--- config.mk ---
export PLATFORM = sky130hd
export DESIGN_NAME = mem_port_flat
export DESIGN_NICKNAME = d
export VERILOG_FILES = /design/src/rtl/mem_port_if.sv /design/src/rtl/mem_port.sv /design/src/flat_wrapper.sv
export SDC_FILE = /design/constraint.sdc
export NUM_CORES = 1
export LEC_CHECK = 0
export ABC_AREA = 1
export ABC_CLOCK_PERIOD_IN_PS = 4300
export BUFFER_PORTS_ARGS = -buffer_cell sky130_fd_sc_hd__buf_4
export CAP_MARGIN = 30
export CORE_ASPECT_RATIO = 0.8
export CORE_MARGIN = 2
export CORE_UTILIZATION = 38
export CTS_BUF_LIST = sky130_fd_sc_hd__clkbuf_8 sky130_fd_sc_hd__clkbuf_16
export CTS_CLUSTER_DIAMETER = 150
export DETAILED_ROUTE_END_ITERATION = 10
export PLACE_DENSITY_LB_ADDON = 0.3
export SYNTH_ARGS = -nofsm -noshare
export SYNTH_HDL_FRONTEND = slang
export SYNTH_SLANG_ARGS = --single-unit
--- constraint.sdc ---
create_clock -name clk -period 4.3 [get_ports clk]
set_input_delay 0.215 -clock clk [delete_from_list [all_inputs] [get_ports clk]]
set_output_delay 0.215 -clock clk [all_outputs]
set_load 0.1 [all_outputs]
--- src/rtl/mem_port_if.sv ---
// External memory bus seen by mem_port: one valid/ready request channel with
// word address, byte strobes, write data and read data returned on the accepting cycle.
interface mem_port_if #(
  parameter int XLEN = 32
);
  logic            bus_valid;
  logic            bus_ready;
  logic            bus_we;
  logic [XLEN-1:0] bus_addr;
  logic [3:0]      bus_wstrb;
  logic [XLEN-1:0] bus_wdata;
  logic [XLEN-1:0] bus_rdata;

  modport master (
    output bus_valid, bus_we, bus_addr, bus_wstrb, bus_wdata,
    input  bus_ready, bus_rdata
  );

  modport slave (
    input  bus_valid, bus_we, bus_addr, bus_wstrb, bus_wdata,
    output bus_ready, bus_rdata
  );
endinterface

--- src/rtl/mem_port.sv ---
// Memory-side sequencer: turns control's read/write strobes into one bus
// transaction, aligns/extends load data and rejects misaligned data accesses.
module mem_port #(
  parameter int XLEN = 32
) (
  input  logic             clk,
  input  logic             rst,
  input  logic             mem_rden,
  input  logic             mem_wren,
  input  logic             memop,
  input  logic [2:0]       funct3,
  input  logic [XLEN-1:0]  addr,
  input  logic [XLEN-1:0]  wdata,
  output logic             done,
  output logic [XLEN-1:0]  rdata,
  output logic             misaligned,
  mem_port_if.master       bus
);

  typedef enum logic [1:0] {
    IDLE = 2'd0,
    BUS  = 2'd1,
    FIN  = 2'd2,
    ERR  = 2'd3
  } state_t;

  localparam logic [1:0] SZ_B = 2'b00;
  localparam logic [1:0] SZ_H = 2'b01;
  localparam logic [1:0] SZ_W = 2'b10;

  state_t          state;
  logic            bus_valid_q;
  logic            bus_we_q;
  logic [XLEN-1:0] bus_addr_q;
  logic [3:0]      bus_wstrb_q;
  logic [XLEN-1:0] bus_wdata_q;
  logic [XLEN-1:0] rdata_q;
  logic            misaligned_q;
  logic [1:0]      lo_q;
  logic [1:0]      size_q;
  logic            uns_q;

  logic            req;
  logic            req_we;
  logic [2:0]      eff_f3;
  logic [1:0]      size;
  logic            is_mis;

  function automatic logic [3:0] lane_strb(input logic [1:0] sz, input logic [1:0] lo);
    logic [3:0] s;
    case (sz)
      SZ_B:    s = 4'b0001 << lo;
      SZ_H:    s = 4'b0011 << {lo[1], 1'b0};
      default: s = 4'b1111;
    endcase
    return s;
  endfunction

  function automatic logic [XLEN-1:0] lane_data(input logic [1:0] sz, input logic [XLEN-1:0] d);
    logic [XLEN-1:0] r;
    case (sz)
      SZ_B:    r = {4{d[7:0]}};
      SZ_H:    r = {2{d[15:0]}};
      default: r = d;
    endcase
    return r;
  endfunction

  function automatic logic [XLEN-1:0] load_align(input logic [XLEN-1:0] word,
                                                 input logic [1:0]      lo,
                                                 input logic [1:0]      sz,
                                                 input logic            uns);
    logic [7:0]      b;
    logic [15:0]     h;
    logic [XLEN-1:0] r;
    b = word[{lo, 3'b000} +: 8];
    h = lo[1] ? word[31:16] : word[15:0];
    case (sz)
      SZ_B:    r = uns ? {{(XLEN-8){1'b0}}, b} : {{(XLEN-8){b[7]}}, b};
      SZ_H:    r = uns ? {{(XLEN-16){1'b0}}, h} : {{(XLEN-16){h[15]}}, h};
      default: r = word;
    endcase
    return r;
  endfunction

  // Fetches are always word-sized; unknown funct3 size codes fall back to a word.
  assign req    = mem_rden | mem_wren;
  assign req_we = mem_wren;
  assign eff_f3 = memop ? funct3 : 3'b010;
  assign size   = eff_f3[1] ? SZ_W : eff_f3[1:0];
  assign is_mis = ((size == SZ_H) && addr[0]) ||
                  ((size == SZ_W) && (addr[1:0] != 2'b00));

  assign done = (state == IDLE) ? !req : ((state == FIN) || (state == ERR));

  always_ff @(posedge clk or posedge rst) begin
    if (rst) begin
      state        <= IDLE;
      bus_valid_q  <= 1'b0;
      bus_we_q     <= 1'b0;
      bus_addr_q   <= '0;
      bus_wstrb_q  <= 4'b0000;
      bus_wdata_q  <= '0;
      rdata_q      <= '0;
      misaligned_q <= 1'b0;
      lo_q         <= 2'b00;
      size_q       <= SZ_W;
      uns_q        <= 1'b0;
    end else begin
      misaligned_q <= 1'b0;
      case (state)
        IDLE: begin
          if (req) begin
            if (is_mis) begin
              state        <= ERR;
              misaligned_q <= 1'b1;
            end else begin
              state       <= BUS;
              bus_valid_q <= 1'b1;
              bus_we_q    <= req_we;
              bus_addr_q  <= {addr[XLEN-1:2], 2'b00};
              bus_wstrb_q <= req_we ? lane_strb(size, addr[1:0]) : 4'b0000;
              bus_wdata_q <= lane_data(size, wdata);
              lo_q        <= addr[1:0];
              size_q      <= size;
              uns_q       <= eff_f3[2];
            end
          end
        end
        // Bus outputs stay frozen here until the slave accepts.
        BUS: begin
          if (bus.bus_ready) begin
            state       <= FIN;
            bus_valid_q <= 1'b0;
            if (!bus_we_q) begin
              rdata_q <= load_align(bus.bus_rdata, lo_q, size_q, uns_q);
            end
          end
        end
        FIN:     state <= IDLE;
        ERR:     state <= IDLE;
        default: state <= IDLE;
      endcase
    end
  end

  assign bus.bus_valid = bus_valid_q;
  assign bus.bus_we    = bus_we_q;
  assign bus.bus_addr  = bus_addr_q;
  assign bus.bus_wstrb = bus_wstrb_q;
  assign bus.bus_wdata = bus_wdata_q;
  assign rdata         = rdata_q;
  assign misaligned    = misaligned_q;

endmodule

--- src/flat_wrapper.sv ---
// flat-port wrapper written by rule: the top's interface ports become plain ports
module mem_port_flat 
#(
  parameter int XLEN = 32
)
  (clk, rst, mem_rden, mem_wren, memop, funct3, addr, wdata, done, rdata, misaligned, bus_bus_valid, bus_bus_we, bus_bus_addr, bus_bus_wstrb, bus_bus_wdata, bus_bus_ready, bus_bus_rdata);
  mem_port_if #(.XLEN(XLEN)) bus_i ();
  input  logic clk;
  input  logic rst;
  input  logic mem_rden;
  input  logic mem_wren;
  input  logic memop;
  input  logic [2:0] funct3;
  input  logic [XLEN-1:0] addr;
  input  logic [XLEN-1:0] wdata;
  output logic done;
  output logic [XLEN-1:0] rdata;
  output logic misaligned;
  output wire logic [$bits(bus_i.bus_valid)-1:0] bus_bus_valid;
  output wire logic [$bits(bus_i.bus_we)-1:0] bus_bus_we;
  output wire logic [$bits(bus_i.bus_addr)-1:0] bus_bus_addr;
  output wire logic [$bits(bus_i.bus_wstrb)-1:0] bus_bus_wstrb;
  output wire logic [$bits(bus_i.bus_wdata)-1:0] bus_bus_wdata;
  input wire logic [$bits(bus_i.bus_ready)-1:0] bus_bus_ready;
  input wire logic [$bits(bus_i.bus_rdata)-1:0] bus_bus_rdata;
  assign bus_bus_valid = bus_i.bus_valid;
  assign bus_bus_we = bus_i.bus_we;
  assign bus_bus_addr = bus_i.bus_addr;
  assign bus_bus_wstrb = bus_i.bus_wstrb;
  assign bus_bus_wdata = bus_i.bus_wdata;
  assign bus_i.bus_ready = bus_bus_ready;
  assign bus_i.bus_rdata = bus_bus_rdata;
  mem_port #(.XLEN(XLEN)) u_core (.clk(clk), .rst(rst), .mem_rden(mem_rden), .mem_wren(mem_wren), .memop(memop), .funct3(funct3), .addr(addr), .wdata(wdata), .done(done), .rdata(rdata), .misaligned(misaligned), .bus(bus_i));
endmodule
# ---- Yosys cells after proc, flatten, opt, wreduce, memory -nomap -nowiden
# Index checks and enable logic that the tools add are counted.
dict set report classes {
  reduce_logical 15
  eq_ne 9
  mux 21
  n_shift 3
  bitwise 3
}
# cell n
set op_table {}
lappend op_table {{32-bit case mux with 2 select lines} 2}
lappend op_table {{32-bit two-way mux} 2}
lappend op_table {{32-bit by 6-bit indexed part select with 8-bit output} 1}
lappend op_table {{16-bit two-way mux} 1}
lappend op_table {{2-bit two-way mux} 4}
lappend op_table {{4-bit case mux with 2 select lines} 1}
lappend op_table {{1-bit two-way mux} 7}
lappend op_table {{2-bit by 1-bit == test with 1-bit output, second input constant} 3}
lappend op_table {{2-bit == test, second input constant} 3}
lappend op_table {{2-bit zero test} 3}
lappend op_table {{2-bit case mux with 3 select lines} 1}
lappend op_table {{3-bit AND reduction} 2}
lappend op_table {{4-bit two-way mux} 1}
lappend op_table {{2-bit inequality test, second input constant} 2}
lappend op_table {{4-bit AND reduction} 1}
lappend op_table {{2-bit nonzero test} 2}
lappend op_table {{1-bit by 2-bit << shifter with 4-bit output, first input constant} 1}
lappend op_table {{2-bit by 2-bit << shifter with 4-bit output, first input constant} 1}
lappend op_table {{3-bit two-way mux} 1}
lappend op_table {{1-bit logical AND} 2}
lappend op_table {{1-bit logical OR} 2}
lappend op_table {{2-bit by 1-bit inequality test with 1-bit output, second input constant} 1}
lappend op_table {{1-bit inverter} 2}
lappend op_table {{1-bit case mux with 2 select lines} 1}
lappend op_table {{other kinds (4)} 4}
dict set report totals {
  in_bits 105
  ff_bits 108
  wordCells 62
  output_inout_bits 104
}

# ---- Depth between registers and ports, before layout
# Gate-level depths: netlist (run 1).
dict set report logic_depth {
  depth_word 8
  ltp_mapped 10
  depth_no_buf 9
}

# ---- Worst setup path before layout (run 1)
# Ideal clock, no wire load.
dict set report synth_timing {
  path_kind {reg-to-reg}
  start {register u_core.bus_we_q (netlist: u_core.bus.bus_we)}
  end {register u_core.rdata_q[8] (netlist: u_core.rdata[8])}
  t_required_ps 4180
  path_buffers 2
  arrival_ps 1780
  setup_slack_ps 2401
  synth_period_minus_slack_ps 1899
  path_stages_with_launch 8
  setup_time_ps 120
  path_cell_list {dfrtp_1 nor2_1 nand2_1 buf_2 buf_1 a21oi_1 nand2_1 nand2_1}
}
dict set report synth_via {
  elab_chain_cells 2
}
# element line
set synth_lines {}
lappend synth_lines {{start: declaration} mem_port.sv:33} ;# logic bus_we_q;
lappend synth_lines {{start signal: assignment} mem_port.sv:120} ;# bus_we_q <= req_we;
lappend synth_lines {{1-bit inverter (no line)} --}
lappend synth_lines {{3-bit AND reduction (no line)} --}
lappend synth_lines {{end signal: assignment} mem_port.sv:136} ;# rdata_q <= load_align(bus.bus_rdata, lo_q, size_q, uns_q);
lappend synth_lines {{end: declaration} mem_port.sv:37} ;# logic [XLEN-1:0] rdata_q;
# No other way between the ends.
# A chain may end at the register's enable or synchronous reset.

# ---- Worst setup path after layout (run 1)
dict set report layout_timing {
  start {register u_core.size_q[1]}
  end {register u_core.rdata_q[9] (netlist: u_core.rdata[9])}
}
dict set report layout_via {
  elab_chain_cells 2
  word_cells_on_any_way 3
  classes_between {eq/ne (1); mux (1); reduce/logical (1)}
}
# element line
set layout_lines {}
lappend layout_lines {{start: declaration} mem_port.sv:40} ;# logic [1:0] size_q;
lappend layout_lines {{start signal: assignment} mem_port.sv:125} ;# size_q <= size;
lappend layout_lines {{2-bit by 1-bit == test with 1-bit output or 2-bit zero test (tied branches)} mem_port.sv:78} ;# case (sz)
lappend layout_lines {{32-bit case mux with 2 select lines (*)} mem_port.sv:78}
# Mark *: on every way between the ends. The rest lies on a longest branch, timed or not.

==> results of run 1 <==
-- per-layer routing --
| metal | wire (microns) | up-vias | part of all wire [%] |
|---|---|---|---|
| li1 | - | 2458 | - |
| met1 | 6910 | 2224 | 46 |
| met2 | 6680 | 178 | 44 |
| met3 | 1190 | 17 | 7.9 |
| met4 | 240 | 0 | 1.6 |
| met5 | 0 | - | 0 |
-- worst max-delay path by stage --
stage / to / cells past startpoint
finish: u_core.rdata[9]$_DFFE_PP0P_ / 9
detailed placement: u_core.bus.bus_wdata[25]$_DFFE_PP0P_ / 8
global placement: u_core.bus.bus_wdata[25]$_DFFE_PP0P_ / 8
global route: u_core.rdata[15]$_DFFE_PP0P_ / 9
CTS: u_core.rdata[15]$_DFFE_PP0P_ / 9
floorplan: u_core.bus.bus_addr[10]$_DFFE_PP0P_ / 1
-- cell usage after synthesis --
cell | count | area share, %
nand2_1 | 322 | 24
dfrtp_1 | 107 | 52
a21oi_1 | 51 | 5.0
o21ai_0 | 47 | 4.6
inv_1 | 37 | 2.7
nor2_1 | 34 | 2.5
nand3_1 | 18 | 1.8
clkbuf_1 | 12 | 0.88
buf_2 | 9 | 0.88
buf_6 | 9 | 2.0
buf_4 | 4 | 0.59
inv_2 | 4 | 0.29
o211ai_1 | 3 | 0.44
o21ai_1 | 3 | 0.29
a21oi_4 | 1 | 0.32
buf_1 | 1 | 0.073
conb_1 | 1 | 0.073
dfstp_2 | 1 | 0.51
nand2_2 | 1 | 0.12
nand2_4 | 1 | 0.22
nor2_2 | 1 | 0.12
nor2_8 | 1 | 0.39
o21ai_2 | 1 | 0.17
o22a_1 | 1 | 0.17
-- critical path: cells and delay by family, from the launching register on --
family | cells | cell delay, ns
buffers and inverters | 1 | 0.13
and+or+nand+nor | 8 | 0.84
DFF | 1 | 1.00
-- area by class of cell --
| class | count | area (sq um) |
|---|---|---|
| clock inverter | 6 | 70.1 |
| multi-input combinational | 487 | 2040 |
| inverter | 41 | 156 |
| clock buffer | 10 | 239 |
| fill | 1285 | 5970 |
| timing repair buffer | 212 | 1610 |
| sequential | 108 | 2700 |
| tap | 175 | 219 |
-- kinds of logic after synthesis --
logic type	synth area share [%]
AOI/OAI and AO/OA	11.0
buffers and inverters	7.41
DFF	52.8
other	0.0733
and+or+nand+nor	28.7
-- registers in the layout, summed over array words and instances, names as in the netlist --
signal                count
u_core.bus.bus_wstrb      4
u_core.lo_q               2
u_core.rdata             32
u_core.bus.bus_addr      30
u_core.misaligned         1
u_core.bus.bus_valid      1
u_core.bus.bus_wdata     32
u_core.state              2
u_core.size_q             2
u_core.bus.bus_we         1
u_core.uns_q              1
-- repair_timing --
item                      CTS  global route
hold endpoints to repair    0            30
buffers inserted            0             0
hold buffers                0             1
-- stage by stage --
| stage | utilization, % | instance area (sq um) | worst slack [ns] | hold WS, ns |
|---|---|---|---|---|
| after global routing | 54.1 | 7030 | 1.98 | 0.0632 |
| final | 54.1 | 7030 | 2.21 | 0.0609 |
| after floorplan | - | 5120 | 1.24 | 0.332 |
| after CTS | 53.8 | 7000 | 2.25 | 0.0518 |
| after detailed placement | 51.5 | 6700 | 2.22 | 0.419 |
| after global placement | 51.5 | 6700 | 2.20 | 0.416 |
==> impl_metrics.env, run 1 <==
export IMPL_fin_worst_skew_ns=0.00750
export IMPL_setup_viol=0
export IMPL_ant_nets=0
export IMPL_grtUsageMet3_pct=5.98
export IMPL_seq_area_frac_synth_pct=52.8
export IMPL_antenna_found_initial=0
export IMPL_worst_hold_path_endpoint="u_core.bus.bus_addr[12]$_DFFE_PP0P_"
export IMPL_drive_above_1_share_pct=27.7
export IMPL_min_from="addr[12]"
export IMPL_port_buffer_count=206
export IMPL_cts_tree="done"
export IMPL_wl_per_cell_microns=14.5
export IMPL_crit_start="u_core.size_q[1]$_DFFE_PP1P_"
export IMPL_wl_microns=15000
export IMPL_clock_sinks=108
export IMPL_rsz0062_at_grt="no"
export IMPL_root_buffer="clkbuf_16"
export IMPL_grt_util_met2_pct=30.8
export IMPL_ctsResizeCount=0
export IMPL_synthCells=670
export IMPL_viasPerCell=4.69
export IMPL_ys_types=24
export IMPL_clk_latency_ns=0.35
export IMPL_die_area_sq_um=14400
export IMPL_drc=0
export IMPL_cts_clk_slew_worst_paths_ns=0.08
export IMPL_r2r_slack_ns=2.21
export IMPL_fmax_mhz=477
export IMPL_die_w_microns=134
export IMPL_place_hpwl_microns=10900
export IMPL_worstMarginPinSlew_ns=0.866
export IMPL_grt_pass1_vias=4619
export IMPL_path_cells="inv_2, nand2_4, nor2_8, nand2_1, nand2_1, nand2_1, nand2_1, nand2_1, nand2_1"
export IMPL_io_pins=209
export IMPL_final_cell_mix="322 x nand2_1, 210 x buf_4, 107 x dfrtp_1"
export IMPL_num_antenna_cells=0
export IMPL_timing_final_crit_share_pct=48.7
export IMPL_netlist_area_sq_um=5120
export IMPL_yosys_warnings=0
export IMPL_timing_rr_start="u_core.size_q[1]$_DFFE_PP1P_"
export IMPL_cts_made_buffers=9
export IMPL_cts_max_level=3
export IMPL_grt_ovfl_total=0
export IMPL_period_minus_slack_ns=2.09
export IMPL_min_path_type="input pin to flip-flop"
export IMPL_synth_area_per_cell_sq_um=7.64
export IMPL_drt_iter0_drc=276
export IMPL_area_growth_pct=37.4
export IMPL_start_kind="flip-flop"
export IMPL_timing_rr_end="u_core.rdata[9]$_DFFE_PP0P_"
export IMPL_drv_cap=0
export IMPL_path_max_fanout=43
export IMPL_grt_usage_pct=20.6
export IMPL_crit_arrival_ns=2.34
export IMPL_reg2reg_depth=9
export IMPL_die_y_microns=108
export IMPL_grt_max_degree=76
export IMPL_gr_usage_met1_pct=29.0
export IMPL_grt_busiest_layer="met2"
export IMPL_place_inst=1021
export IMPL_synth_seq_cells=108
export IMPL_cp_required_ns=4.55
export IMPL_end_kind="flip-flop"
export IMPL_core_area_sq_um=13000
export IMPL_routabilityCongestion=0.880
export IMPL_clock_path_buffers=2
export IMPL_crit_type="flip-flop to flip-flop"
export IMPL_whs_path_depth=3
export IMPL_relSlewSlack_pct=42.1
export IMPL_finalHoldViolations=0
export IMPL_final_common_cell="nand2_1"
export IMPL_finalNonFillerCells=1039
export IMPL_dr_pass1_iters=5
export IMPL_grt_pass1_wl_microns=23400
export IMPL_final_net_count=964
export IMPL_rows=37
export IMPL_fin_tns_setup_ns=0
export IMPL_status="completed"
export IMPL_cpPeakStageDelay_ns=1.00
export IMPL_cpMostUsedCell="nand2_1"
export IMPL_initial_core_util_pct=39.3
export IMPL_critical_path_slowest_cell="dfstp_2"
export IMPL_vias=4877
export IMPL_final_max_slew_viol_count=0
Power of run 1 is not shown: default switching activity piles up to over one toggle a cycle in this logic, so the estimate is an artifact.
==> run 2: changes to the inputs <==
--- a/config.mk
+++ b/config.mk
@@ -6,7 +6,7 @@
 export NUM_CORES = 1
 export LEC_CHECK = 0
 export ABC_AREA = 1
-export ABC_CLOCK_PERIOD_IN_PS = 4300
+export ABC_CLOCK_PERIOD_IN_PS = 1800
 export BUFFER_PORTS_ARGS = -buffer_cell sky130_fd_sc_hd__buf_4
 export CAP_MARGIN = 30
 export CORE_ASPECT_RATIO = 0.8
==> constraint.sdc (replaced) <==
create_clock -name clk -period 1.8 [get_ports clk]
set_input_delay 0.09 -clock clk [delete_from_list [all_inputs] [get_ports clk]]
set_output_delay 0.09 -clock clk [all_outputs]
set_load 0.1 [all_outputs]
==> run 2 against run 1 <==
  * Routed wire length rose by 1.6%
  * Largest cell class unchanged
  * Global-route usage up 1.1 points
  * First-iteration DRC count fell by 2.9%
  * Sequential share of layout area is 2.0 points lower
  * Cell area up 5.5%
  * Fmax grew 30%
  * Via count rose by 4.1%
  * Worst hold slack lost 0.048 ns
  * Clock-buffer cell count rose by 2
  * Worst setup slack worse by 2.0 ns
  * Register-to-register slack lost 2.0 ns
  * Critical path depth down 2
==> impl_metrics.env, run 2 (synthesis gave the netlist of run 1 again) <==
export IMPL_timing_final_crit_share_pct=89.7
export IMPL_place_hpwl_microns=10800
export IMPL_drc=0
export IMPL_grtUsageMet3_pct=5.51
export IMPL_grt_max_degree=109
export IMPL_antenna_found_initial=0
export IMPL_min_path_type="input pin to flip-flop"
export IMPL_die_y_microns=108
export IMPL_grt_usage_pct=21.7
export IMPL_r2r_slack_ns=0.19
export IMPL_area_growth_pct=45.0
export IMPL_rsz0062_at_grt="no"
export IMPL_finalHoldViolations=0
export IMPL_relSlewSlack_pct=61.8
export IMPL_cts_clk_slew_worst_paths_ns=0.07
export IMPL_cts_made_buffers=9
export IMPL_clk_latency_ns=0.34
export IMPL_clock_path_buffers=2
export IMPL_viasPerCell=4.72
export IMPL_end_kind="flip-flop"
export IMPL_crit_type="flip-flop to flip-flop"
export IMPL_grt_busiest_layer="met2"
export IMPL_dr_pass1_iters=5
export IMPL_core_area_sq_um=13000
export IMPL_cts_tree="done"
export IMPL_setup_viol=0
export IMPL_initial_core_util_pct=39.3
export IMPL_dp_slack_ns=0.220
export IMPL_root_buffer="clkbuf_16"
export IMPL_die_area_sq_um=14400
export IMPL_vias=5075
export IMPL_grt_pass1_wl_microns=24700
export IMPL_ctsResizeCount=0
export IMPL_setup_slack_ns=0.186
export IMPL_worstMarginPinSlew_ns=0.573
export IMPL_grt_util_met2_pct=33.2
export IMPL_final_max_slew_viol_count=0
export IMPL_ant_nets=0
export IMPL_gr_usage_met1_pct=30.5
export IMPL_drv_cap=0
export IMPL_fin_tns_setup_ns=0
export IMPL_finalNonFillerCells=1076
export IMPL_num_antenna_cells=0
export IMPL_drive_above_1_share_pct=27.3
export IMPL_crit_arrival_ns=1.82
export IMPL_path_max_fanout=16
export IMPL_final_net_count=1001
export IMPL_final_cell_mix="322 x nand2_1, 215 x buf_4, 106 x dfrtp_1"
export IMPL_grt_ovfl_total=0
export IMPL_die_w_microns=134
export IMPL_io_pins=209
export IMPL_rows=37
export IMPL_port_buffer_count=206
export IMPL_cts_max_level=3
export IMPL_period_minus_slack_ns=1.61
export IMPL_final_common_cell="nand2_1"
export IMPL_wl_per_cell_microns=14.2
export IMPL_start_kind="flip-flop"
export IMPL_status="completed"
export IMPL_clock_sinks=108
export IMPL_routabilityCongestion=0.888
export IMPL_wl_microns=15300
export IMPL_fin_util_pct=57.0
export IMPL_drt_iter0_drc=268
export IMPL_place_inst=1029
export IMPL_fmax_mhz=619
export IMPL_fin_worst_skew_ns=0.00800
export IMPL_cp_required_ns=2.01
export IMPL_grt_pass1_vias=4933
-- run 2: critical path, stage by stage, from the launching register on --
cell and delay (ns):
dfrtp_1 0.55, inv_2 0.15, nand2_1 0.08, nand2_1 0.08, nand2_1 0.10, nand3_1 0.10, nand2_2 0.29, a21oi_1 0.12
-- run 2: metrics by stage --
stage	instance area [sq um]	hold WS, ns
global placement	6800	0.292
floorplan	5130	0.207
finish	7420	0.0132
global route	7420	0.0154
detailed placement	6800	0.296
CTS	7420	0.000513
-- run 2: cell type report --
type,instances,area [sq um]
Tap cell,175,219
Multi-Input combinational cell,487,2040
Timing Repair Buffer,249,1980
Clock buffer,12,267
Sequential cell,108,2710
Inverter,41,158
Fill cell,1199,5590
Clock inverter,4,47.5
-- run 2: final timing paths --
check	startpoint	to	depth (start not counted)
min in group asynchronous	rst	u_core.rdata[11]$_DFFE_PP0P_	4
max in group asynchronous	rst	u_core.bus.bus_we$_DFFE_PP0P_	4
worst min register to register	u_core.bus.bus_wdata[14]$_DFFE_PP0P_	u_core.bus.bus_wdata[14]$_DFFE_PP0P_	2
worst max register to register	u_core.lo_q[1]$_DFFE_PP0P_	u_core.rdata[18]$_DFFE_PP0P_	7
worst min-delay path	mem_wren	u_core.bus.bus_wstrb[0]$_DFFE_PP0P_	3
worst max-delay path	u_core.lo_q[1]$_DFFE_PP0P_	u_core.rdata[18]$_DFFE_PP0P_	7
-- run 2: per-layer routing --
metal | vias to the layer above | part of all wire [%]
li1 | 2538 | -
met1 | 2314 | 46
met2 | 204 | 45
met3 | 19 | 7.3
met4 | 0 | 1.7
met5 | - | 0
-- run 2: timing repair --
item / 4_1_cts / 5_1_grt
hold buffers: 31 / 0
hold endpoints to repair: 137 / 0
endpoints found under the setup margin: 0 / 0
setup buffers: 0 / 0
Power of run 2 is left out for the same reason.
==> run 3: changes to the inputs <==
--- a/config.mk
+++ b/config.mk
@@ -10,8 +10,7 @@
 export BUFFER_PORTS_ARGS = -buffer_cell sky130_fd_sc_hd__buf_4
 export CAP_MARGIN = 30
 export CORE_ASPECT_RATIO = 0.8
-export CORE_MARGIN = 2
-export CORE_UTILIZATION = 38
+export CORE_UTILIZATION = 44
 export CTS_BUF_LIST = sky130_fd_sc_hd__clkbuf_8 sky130_fd_sc_hd__clkbuf_16
 export CTS_CLUSTER_DIAMETER = 150
 export DETAILED_ROUTE_END_ITERATION = 10
==> run 3 against run 2 <==
  * Worst setup slack worse by 0.017 ns
  * Worst hold slack better by 0.0089 ns
  * Clock skew barely moved
  * Utilization up 9.6 points
  * First-iteration DRC count up 13%
  * Critical path depth fell by 1
  * Fmax shrank 1.0%
  * Via count up 2.7%
  * Routed wire length down 1.4%
  * Global-route usage rose by 4.3 points
  * Flip-flop and latch count unchanged
  * Cell count shrank 2.5%
==> impl_metrics.env, run 3 (synthesis gave the netlist of run 1 again) <==
export IMPL_io_pins=209
export IMPL_period_minus_slack_ns=1.63
export IMPL_timing_rr_end="u_core.rdata[26]$_DFFE_PP0P_"
export IMPL_place_hpwl_microns=10300
export IMPL_timing_final_crit_share_pct=90.6
export IMPL_drc=0
export IMPL_min_from="funct3[2]"
export IMPL_finalHoldViolations=0
export IMPL_viasPerCell=4.97
export IMPL_fin_worst_skew_ns=0.00837
export IMPL_initial_core_util_pct=46.1
export IMPL_grt_ovfl_total=0
export IMPL_final_cell_mix="322 x nand2_1, 215 x buf_4, 106 x dfrtp_1"
export IMPL_cts_made_buffers=9
export IMPL_whs_path_depth=3
export IMPL_antenna_found_initial=0
export IMPL_clk_latency_ns=0.35
export IMPL_port_buffer_count=206
export IMPL_grt_usage_pct=26.0
export IMPL_fmax_mhz=613
export IMPL_worst_hold_path_endpoint="u_core.uns_q$_DFFE_PP0P_"
export IMPL_timing_rr_start="u_core.size_q[1]$_DFFE_PP1P_"
export IMPL_min_path_type="input pin to flip-flop"
export IMPL_cts_clk_slew_worst_paths_ns=0.07
export IMPL_num_antenna_cells=0
export IMPL_die_w_microns=123
export IMPL_dpl_instance_area_sq_um=6780
export IMPL_worstMarginPinSlew_ns=0.598
export IMPL_crit_type="flip-flop to flip-flop"
export IMPL_final_net_count=1005
export IMPL_core_area_sq_um=11100
export IMPL_status="completed"
export IMPL_final_max_slew_viol_count=0
export IMPL_clock_sinks=108
export IMPL_cpPeakStageDelay_ns=0.56
export IMPL_critical_path_slowest_cell="dfstp_2"
export IMPL_drv_cap=0
export IMPL_drive_above_1_share_pct=27.3
export IMPL_setup_viol=0
export IMPL_crit_arrival_ns=1.84
export IMPL_routabilityCongestion=0.892
export IMPL_grt_pass1_vias=5159
export IMPL_end_kind="flip-flop"
export IMPL_root_buffer="clkbuf_16"
export IMPL_drt_iter0_drc=304
export IMPL_rows=34
export IMPL_rsz0062_at_grt="no"
export IMPL_start_kind="flip-flop"
export IMPL_die_area_sq_um=12100
export IMPL_r2r_slack_ns=0.17
export IMPL_cts_max_level=3
export IMPL_cp_required_ns=2.01
export IMPL_holdWs_ns=0.0221
export IMPL_reg2reg_depth=6
export IMPL_ant_nets=0
export IMPL_path_max_fanout=19
export IMPL_vias=5211
export IMPL_cts_tree="done"
export IMPL_area_growth_pct=44.5
export IMPL_final_common_cell="nand2_1"
export IMPL_dr_pass1_iters=5
export IMPL_design_area_sq_um=7400
export IMPL_grt_pass1_wl_microns=24600
export IMPL_die_y_microns=98.5
export IMPL_clock_path_buffers=2
export IMPL_fin_tns_setup_ns=0
export IMPL_wl_microns=15000
export IMPL_grt_max_degree=109
export IMPL_path_cells="buf_4, nor2_1, nand2_1, nand3_1, nand2_2, a21oi_1"
export IMPL_relSlewSlack_pct=60.1
export IMPL_cts_setup_buffers=0
export IMPL_wl_per_cell_microns=14.3
run 3: changes by cell type in the layout (fill, tap and decap cells not counted):
cell | before | now
bufinv_16 | 1 | 0
buf_12 | 3 | 4
clkinv_4 | 1 | 2
clkbuf_8 | 3 | 1
dlygate4sd3_1 | 31 | 34
inv_6 | 0 | 1
clkinv_2 | 1 | 2
run 3: worst max-delay path, delay by kind of cell, from the launching register on:
family / cells / cell delay, ns
simple gates: 4 / 0.56
flops: 1 / 0.56
compound gates: 1 / 0.12
buf+inv: 1 / 0.23
run 3: what timing repair did:
action	in CTS	in global routing
hold buffers	34	0
resized for setup	0	0
hold endpoints to repair	140	0
run 3: area by class of cell:
class	count	area [sq um]
fill	965	3710
sequential	108	2710
multi-input combinational	487	2040
timing repair buffer	253	2030
clock buffer	10	239
tap	144	180
inverter	41	158
clock inverter	6	40.0
run 3: how the worst max path moves through the flow:
| stage | start | depth (start not counted) | slack, ns | endpoint |
|---|---|---|---|---|
| floorplan | u_core.bus.bus_we$_DFFE_PP0P_ | 7 | 0.18 | u_core.rdata[8]$_DFFE_PP0P_ |
| global placement | u_core.size_q[1]$_DFFE_PP1P_ | 6 | 0.30 | u_core.rdata[25]$_DFFE_PP0P_ |
| detailed placement | u_core.size_q[1]$_DFFE_PP1P_ | 6 | 0.21 | u_core.rdata[22]$_DFFE_PP0P_ |
| CTS | u_core.state[1]$_DFFE_PP0P_ | 8 | 0.19 | u_core.bus.bus_wstrb[1]$_DFFE_PP0P_ |
| global route | u_core.state[1]$_DFFE_PP0P_ | 8 | 0.04 | u_core.bus.bus_wstrb[2]$_DFFE_PP0P_ |
| finish | u_core.size_q[1]$_DFFE_PP1P_ | 6 | 0.17 | u_core.rdata[26]$_DFFE_PP0P_ |
run 3: routing by layer:
layer	track usage (%)	vias up	wire, microns
met1	32.5	2451	6170
li1	-	2550	-
met3	7.41	24	1010
met2	43.6	186	7570
met5	0	-	0
met4	7.69	0	284
run 3: through the flow:
step / setup slack [ns] / instances / util (%)
after global placement: 0.299 / 999 / 61.0
after global routing: 0.0405 / 1049 / 66.6
final: 0.169 / 1049 / 66.6
after CTS: 0.192 / 1049 / 66.6
after floorplan: 0.180 / 671 / -
after detailed placement: 0.207 / 999 / 61.0
Power of run 3 is left out for the same reason.
